File: src/rtl/picorv32_mem_pkg.sv
// Shared constants for the PicoRV32 memory-side blocks: default line geometry,
// cacheable window and the instruction line buffer state encoding.
package picorv32_mem_pkg;

    localparam int          DEF_LINE_WORDS = 4;
    localparam logic [31:0] DEF_CACHE_MASK = 32'hFFFF_0000;
    localparam logic [31:0] DEF_CACHE_BASE = 32'h0000_0000;

    localparam logic [2:0] ST_IDLE     = 3'd0;
    localparam logic [2:0] ST_HIT      = 3'd1;
    localparam logic [2:0] ST_PASS     = 3'd2;
    localparam logic [2:0] ST_PASS_GAP = 3'd3;
    localparam logic [2:0] ST_FILL     = 3'd4;
    localparam logic [2:0] ST_FILL_GAP = 3'd5;
    localparam logic [2:0] ST_RESP     = 3'd6;

    typedef struct packed {
        logic [31:0] addr;
        logic [31:0] wdata;
        logic [3:0]  wstrb;
        logic        instr;
    } mem_req_t;

    function automatic logic is_cacheable(input logic [31:0] addr,
                                          input logic [31:0] mask,
                                          input logic [31:0] base);
        return (addr & mask) == base;
    endfunction

endpackage

File: src/rtl/picorv32_iline_ram.sv
// Single-line data storage for the instruction line buffer: one synchronous
// write port fed by the fill engine, one asynchronous read port.
module picorv32_iline_ram
    import picorv32_mem_pkg::*;
#(
    parameter int WORDS = DEF_LINE_WORDS,
    parameter int AW    = $clog2(WORDS)
) (
    input  logic          clk,
    input  logic          we,
    input  logic [AW-1:0] waddr,
    input  logic [31:0]   wdata,
    input  logic [AW-1:0] raddr,
    output logic [31:0]   rdata
);

    logic [31:0] mem [WORDS];

    always_ff @(posedge clk) begin
        if (we) begin
            mem[waddr] <= wdata;
        end
    end

    assign rdata = mem[raddr];

endmodule

File: src/rtl/picorv32_iline_buffer.sv
// One-line instruction buffer between the PicoRV32 native port and the
// downstream adapter; fetches in the cacheable window are served from the line.
module picorv32_iline_buffer
    import picorv32_mem_pkg::*;
#(
    parameter int          LINE_WORDS = DEF_LINE_WORDS,
    parameter logic [31:0] CACHE_MASK = DEF_CACHE_MASK,
    parameter logic [31:0] CACHE_BASE = DEF_CACHE_BASE
) (
    input  logic        clk,
    input  logic        resetn,
    input  logic        cpu_mem_valid,
    input  logic        cpu_mem_instr,
    input  logic [31:0] cpu_mem_addr,
    input  logic [31:0] cpu_mem_wdata,
    input  logic [3:0]  cpu_mem_wstrb,
    output logic        cpu_mem_ready,
    output logic [31:0] cpu_mem_rdata,
    output logic        dn_mem_valid,
    output logic        dn_mem_instr,
    output logic [31:0] dn_mem_addr,
    output logic [31:0] dn_mem_wdata,
    output logic [3:0]  dn_mem_wstrb,
    input  logic        dn_mem_ready,
    input  logic [31:0] dn_mem_rdata
);

    localparam int              IDX_W  = $clog2(LINE_WORDS);
    localparam int              TAG_W  = 30 - IDX_W;
    localparam logic [IDX_W-1:0] LAST_K = IDX_W'(LINE_WORDS - 1);

    logic [2:0]       state;
    logic             line_valid;
    logic [TAG_W-1:0] line_tag;
    logic [IDX_W-1:0] fill_k;
    logic [IDX_W-1:0] next_k;
    logic [IDX_W-1:0] req_idx;
    logic [IDX_W-1:0] rd_idx;
    logic [31:0]      rd_word;
    logic [TAG_W-1:0] cpu_tag;
    logic [IDX_W-1:0] cpu_idx;
    logic             cached_fetch;
    logic             tag_hit;

    assign cpu_tag      = cpu_mem_addr[31:IDX_W+2];
    assign cpu_idx      = cpu_mem_addr[IDX_W+1:2];
    assign cached_fetch = cpu_mem_instr && (cpu_mem_wstrb == 4'b0000) &&
                          is_cacheable(cpu_mem_addr, CACHE_MASK, CACHE_BASE);
    assign tag_hit      = (cpu_tag == line_tag);
    assign next_k       = fill_k + 1'b1;
    // In IDLE the line is read with the live address so a hit answers next cycle.
    assign rd_idx       = (state == ST_IDLE) ? cpu_idx : req_idx;

    picorv32_iline_ram #(
        .WORDS (LINE_WORDS),
        .AW    (IDX_W)
    ) u_ram (
        .clk   (clk),
        .we    ((state == ST_FILL) && dn_mem_ready),
        .waddr (fill_k),
        .wdata (dn_mem_rdata),
        .raddr (rd_idx),
        .rdata (rd_word)
    );

    always_ff @(posedge clk or negedge resetn) begin
        if (!resetn) begin
            state         <= ST_IDLE;
            line_valid    <= 1'b0;
            line_tag      <= '0;
            fill_k        <= '0;
            req_idx       <= '0;
            cpu_mem_ready <= 1'b0;
            cpu_mem_rdata <= 32'h0;
            dn_mem_valid  <= 1'b0;
            dn_mem_instr  <= 1'b0;
            dn_mem_addr   <= 32'h0;
            dn_mem_wdata  <= 32'h0;
            dn_mem_wstrb  <= 4'b0000;
        end else begin
            case (state)
                ST_IDLE: begin
                    if (cpu_mem_valid && !cpu_mem_ready) begin
                        req_idx <= cpu_idx;
                        if (cached_fetch && line_valid && tag_hit) begin
                            state         <= ST_HIT;
                            cpu_mem_ready <= 1'b1;
                            cpu_mem_rdata <= rd_word;
                        end else if (cached_fetch) begin
                            state        <= ST_FILL;
                            line_valid   <= 1'b0;
                            line_tag     <= cpu_tag;
                            fill_k       <= '0;
                            dn_mem_valid <= 1'b1;
                            dn_mem_instr <= 1'b1;
                            dn_mem_addr  <= {cpu_tag, {IDX_W{1'b0}}, 2'b00};
                            dn_mem_wdata <= 32'h0;
                            dn_mem_wstrb <= 4'b0000;
                        end else begin
                            state        <= ST_PASS;
                            dn_mem_valid <= 1'b1;
                            dn_mem_instr <= cpu_mem_instr;
                            dn_mem_addr  <= cpu_mem_addr;
                            dn_mem_wdata <= cpu_mem_wdata;
                            dn_mem_wstrb <= cpu_mem_wstrb;
                            // Stores into the buffered line invalidate it so patched code is refetched.
                            if ((cpu_mem_wstrb != 4'b0000) && tag_hit) begin
                                line_valid <= 1'b0;
                            end
                        end
                    end
                end
                ST_HIT, ST_RESP, ST_PASS_GAP: begin
                    cpu_mem_ready <= 1'b0;
                    state         <= ST_IDLE;
                end
                ST_PASS: begin
                    if (dn_mem_ready) begin
                        dn_mem_valid  <= 1'b0;
                        cpu_mem_ready <= 1'b1;
                        cpu_mem_rdata <= dn_mem_rdata;
                        state         <= ST_PASS_GAP;
                    end
                end
                ST_FILL: begin
                    if (dn_mem_ready) begin
                        dn_mem_valid <= 1'b0;
                        state        <= ST_FILL_GAP;
                    end
                end
                ST_FILL_GAP: begin
                    if (fill_k == LAST_K) begin
                        line_valid    <= 1'b1;
                        cpu_mem_ready <= 1'b1;
                        cpu_mem_rdata <= rd_word;
                        state         <= ST_RESP;
                    end else begin
                        fill_k       <= next_k;
                        dn_mem_addr  <= {line_tag, next_k, 2'b00};
                        dn_mem_valid <= 1'b1;
                        state        <= ST_FILL;
                    end
                end
                default: begin
                    cpu_mem_ready <= 1'b0;
                    dn_mem_valid  <= 1'b0;
                    state         <= ST_IDLE;
                end
            endcase
        end
    end

endmodule

File: config.mk
export PLATFORM = sky130hd
export DESIGN_NAME = picorv32_iline_buffer
export DESIGN_NICKNAME = d
export VERILOG_FILES = /design/src/rtl/picorv32_mem_pkg.sv /design/src/rtl/picorv32_iline_ram.sv /design/src/rtl/picorv32_iline_buffer.sv
export SDC_FILE = /design/constraint.sdc
export NUM_CORES = 1
export LEC_CHECK = 0
export CORE_ASPECT_RATIO = 0.75
export CORE_UTILIZATION = 40
export CTS_BUF_LIST = sky130_fd_sc_hd__clkbuf_16
export DETAILED_ROUTE_END_ITERATION = 7
export PLACE_DENSITY = 0.75
export SYNTH_ARGS = -nofsm -noshare
export SYNTH_HDL_FRONTEND = slang
export SYNTH_SLANG_ARGS = --single-unit
File: constraint.sdc
create_clock -name clk -period 2.3 [get_ports clk]
set_input_delay 0.46 -clock clk [delete_from_list [all_inputs] [get_ports clk]]
set_output_delay 0.46 -clock clk [all_outputs]
set_load 0.05 [all_outputs]
==> impl_metrics.toml <==
[finish]
fill_cells = 2123
n_antenna_cell = 0
utilization = 0.592
drive_gt1_frac = 0.268
syn_to_final_growth_pct = 43.4
final_nets = 1233

[critical_path]
cp-end-kind = "register"
cp_max_fo = 7
r2r_cells = 9
start_kind = "register"
worstPathRequired_ns = 2.72
crit_arrival_ns = 2.87
crit_type = "reg -> reg"

[sta]
timing.final.crit_share = 1.06
fmax_mhz = 408
hold_viol = 0
max-slew-margin-rel = 0.622
slew_viol_final = 0
worst_slew_pin_slew_ns = 0.566
period_minus_slack_ns = 2.45
fin_skew_ns = 0.0134
setup_ws_ns = -0.149
setup_tns_ns = -8.55
rsz0062_at_grt = "yes"
setup_viol = 85

[synthesis]
synthMuxAreaShare = 0.115
synth_cell_types = 43
yosys_warnings = 0
synthXorXnorAreaFrac = 0.0224
syn-cell-area_sq_um = 11300
synthCells = 835
async_flop_share = 0.521
synth_adder_area_share = 0.00442
synth-seq-cells = 267
ys_seq_area_frac = 0.647
avgSynthCellArea_sq_um = 13.6
synth-edff-count = 128
synth_top_family_by_area = "multiplexers"
synthFlopType = "dfrtp_1"
synth-compound-area-share = 0.0923
synth_fp_nets = 944
synth-simple-area-share = 0.0842

[clocking]
clock-sinks = 267
htreeDepth = 1
cts_tree = "yes"
numCtsBuffers = 28
clkLatencyLatePin_ns = 0.54
root_buffer = "clkbuf_16"
cts.clk_slew.worst_paths_ns = 0.06
clockBufferDepth = 3

[global_route]
first_global_vias = 8429
grt_start_max_net_pins = 65
grt_pass1_wl_um = 46800
grt_usage = 0.206
grt_overflow = 0
antenna_found_initial = 1

[power]
ir_drop_uv = 912
p_leak_uw = 0.00650
power_switching_uw = 8980
comb_power_share = 0.501
p_per_area_nw_per_um2 = 1400
seq_power_share = 0.292
power.total_uw = 22600
swShare = 0.397
pwr-share-clk = 0.207
p_int_uw = 13700

[routing]
wirelength_um = 30500
dr.pass1.iters = 5
antenna_left = 0
vias = 8033
via_per_inst = 5.27
drc = 0
dr.first_iter.drc_count = 562
wl_per_cell_um = 20.0

[floorplan]
rows = 52
fp.coreArea_sq_um = 27400
die_area_sq_um = 29000
start_util = 0.413
ios = 208
die_y_um = 148
die_x_um = 196

[run]
maxCapViolations = 0

[place]
gp_congestion = 0.835
port_buffers = 207
hpwlAfterDp_um = 18400

[min_path]
holdPathStages = 2
hp-class = "in -> reg"

[run_status]
violations = "setup timing"
outcome = "finished, violations left"
registers in the layout (all words and copies together) (netlist names), 2 cells and up:
signal,cells
cpu_mem_rdata,32
fill_k,2
u_ram.mem,128
line_tag,28
dn_mem_wstrb,4
dn_mem_wdata,32
req_idx,2
state,3
dn_mem_addr,32
power by group through the flow:
stage | Clock [uW] | Sequential, uW | Combinational (uW)
2_1_floorplan | 0 | 9750 | 3560
3_3_place_gp | 0 | 6640 | 9990
3_5_place_dp | 0 | 6660 | 10100
4_1_cts | 4770 | 6620 | 11000
5_1_grt | 4970 | 6740 | 11900
6_report | 4680 | 6620 | 11300
worst max-delay path, stage by stage (launching register included):
cell and delay (ns):
dfrtp_1 0.41, xnor2_2 0.27, nand4_1 0.19, nor4_4 0.35, buf_4 0.17, nand3_2 0.10
buf_6 0.15, a21o_4 0.26, clkbuf_16 0.19, o221a_2 0.25
per-stage QoR:
step	hold slack (ns)	std cells	instance area [sq um]	setup slack (ns)
after floorplan	0.164	835	11300	0.0127
after global placement	0.456	1447	14500	-0.775
after detailed placement	0.477	1447	14500	-0.785
after CTS	0.458	1515	15900	-0.0845
after global routing	0.364	1524	16200	-0.218
final	0.356	1524	16200	-0.149
synthesized netlist by cell type (3+ instances only):
master,instances,share of area
dfrtp_1,139,0.31
nor4_1,5,0.0028
o21ai_0,40,0.018
buf_4,3,0.0020
mux2_2,84,0.084
nand3_1,37,0.016
clkbuf_1,35,0.012
or3_1,31,0.017
buf_2,10,0.0044
buf_6,4,0.0040
nand4_1,8,0.0044
inv_1,38,0.013
and2_1,20,0.011
edfxtp_1,128,0.34
o221a_2,30,0.030
mux2i_1,35,0.031
a22oi_1,32,0.021
nor3_1,5,0.0022
xnor2_1,29,0.022
nand2_1,45,0.015
a21oi_1,35,0.015
ha_1,4,0.0044
nor2b_1,3,0.0017
and3_1,4,0.0022
nor2_1,9,0.0030
cell usage in the layout, fill, tap and decap left out, types with 9 or more instances in the layout:
cell type,n
buf_12,23
o21ai_0,24
mux2i_1,33
mux2_4,33
dfrtp_1,139
o221a_2,30
a22oi_1,32
buf_4,68
o21ai_1,9
a21oi_1,34
inv_1,43
nand2_1,43
mux2_2,51
xnor2_1,19
or3_1,30
nor2_1,9
xnor2_2,10
nand3_1,35
edfxtp_1,128
clkdlybuf4s50_1,200
and2_1,19
clkbuf_16,34
layout make-up:
type | instances | area (sq um) | share of cell area
inverter | 38 | 143 | 0.00879
timing repair buffer | 312 | 3360 | 0.207
clock buffer | 30 | 751 | 0.0463
multi-input combinational | 477 | 3970 | 0.244
clock inverter | 22 | 214 | 0.0132
tap | 378 | 473 | 0.0292
sequential | 267 | 7320 | 0.451
layer usage:
layer	vias up	global-route usage	wire length (um)
met4	2	0.0387	376
li1	3663	-	-
met5	-	0	8
met3	33	0.0564	2630
met2	284	0.327	14100
met1	4051	0.285	13400
final timing paths:
path | end | slack (ns) | start
setup reg to reg | dn_mem_addr[27]$_DFFE_PN0P_ | -0.15 | line_tag[25]$_DFFE_PN0P_
setup / recovery | dn_mem_addr[27]$_DFFE_PN0P_ | -0.15 | line_tag[25]$_DFFE_PN0P_
max in group asynchronous | dn_mem_instr$_DFFE_PN0P_ | 1.14 | resetn
hold / removal | dn_mem_addr[29]$_DFFE_PN0P_ | 0.36 | cpu_mem_addr[29]
min in group asynchronous | dn_mem_addr[22]$_DFFE_PN0P_ | 0.46 | resetn
hold reg to reg | cpu_mem_rdata[16]$_DFFE_PN0P_ | 0.51 | cpu_mem_rdata[16]$_DFFE_PN0P_
kinds of logic after synthesis:
logic type | Yosys count
compound gates | 148
xor+xnor | 29
fa+ha+maj | 4
buf+inv | 91
flops | 267
mux | 119
simple gates | 177
repair_timing:
item / in CTS / in global routing
hold buffers: 1 / 0
pin swaps: 8 / 9
endpoints found under the setup margin: 86 / 135
gates resized for setup: 49 / 51
hold endpoints to repair: 51 / 0
buffers inserted: 11 / 4
cloned: 5 / 5
No activity file was read; power rests on OpenSTA's default activity.
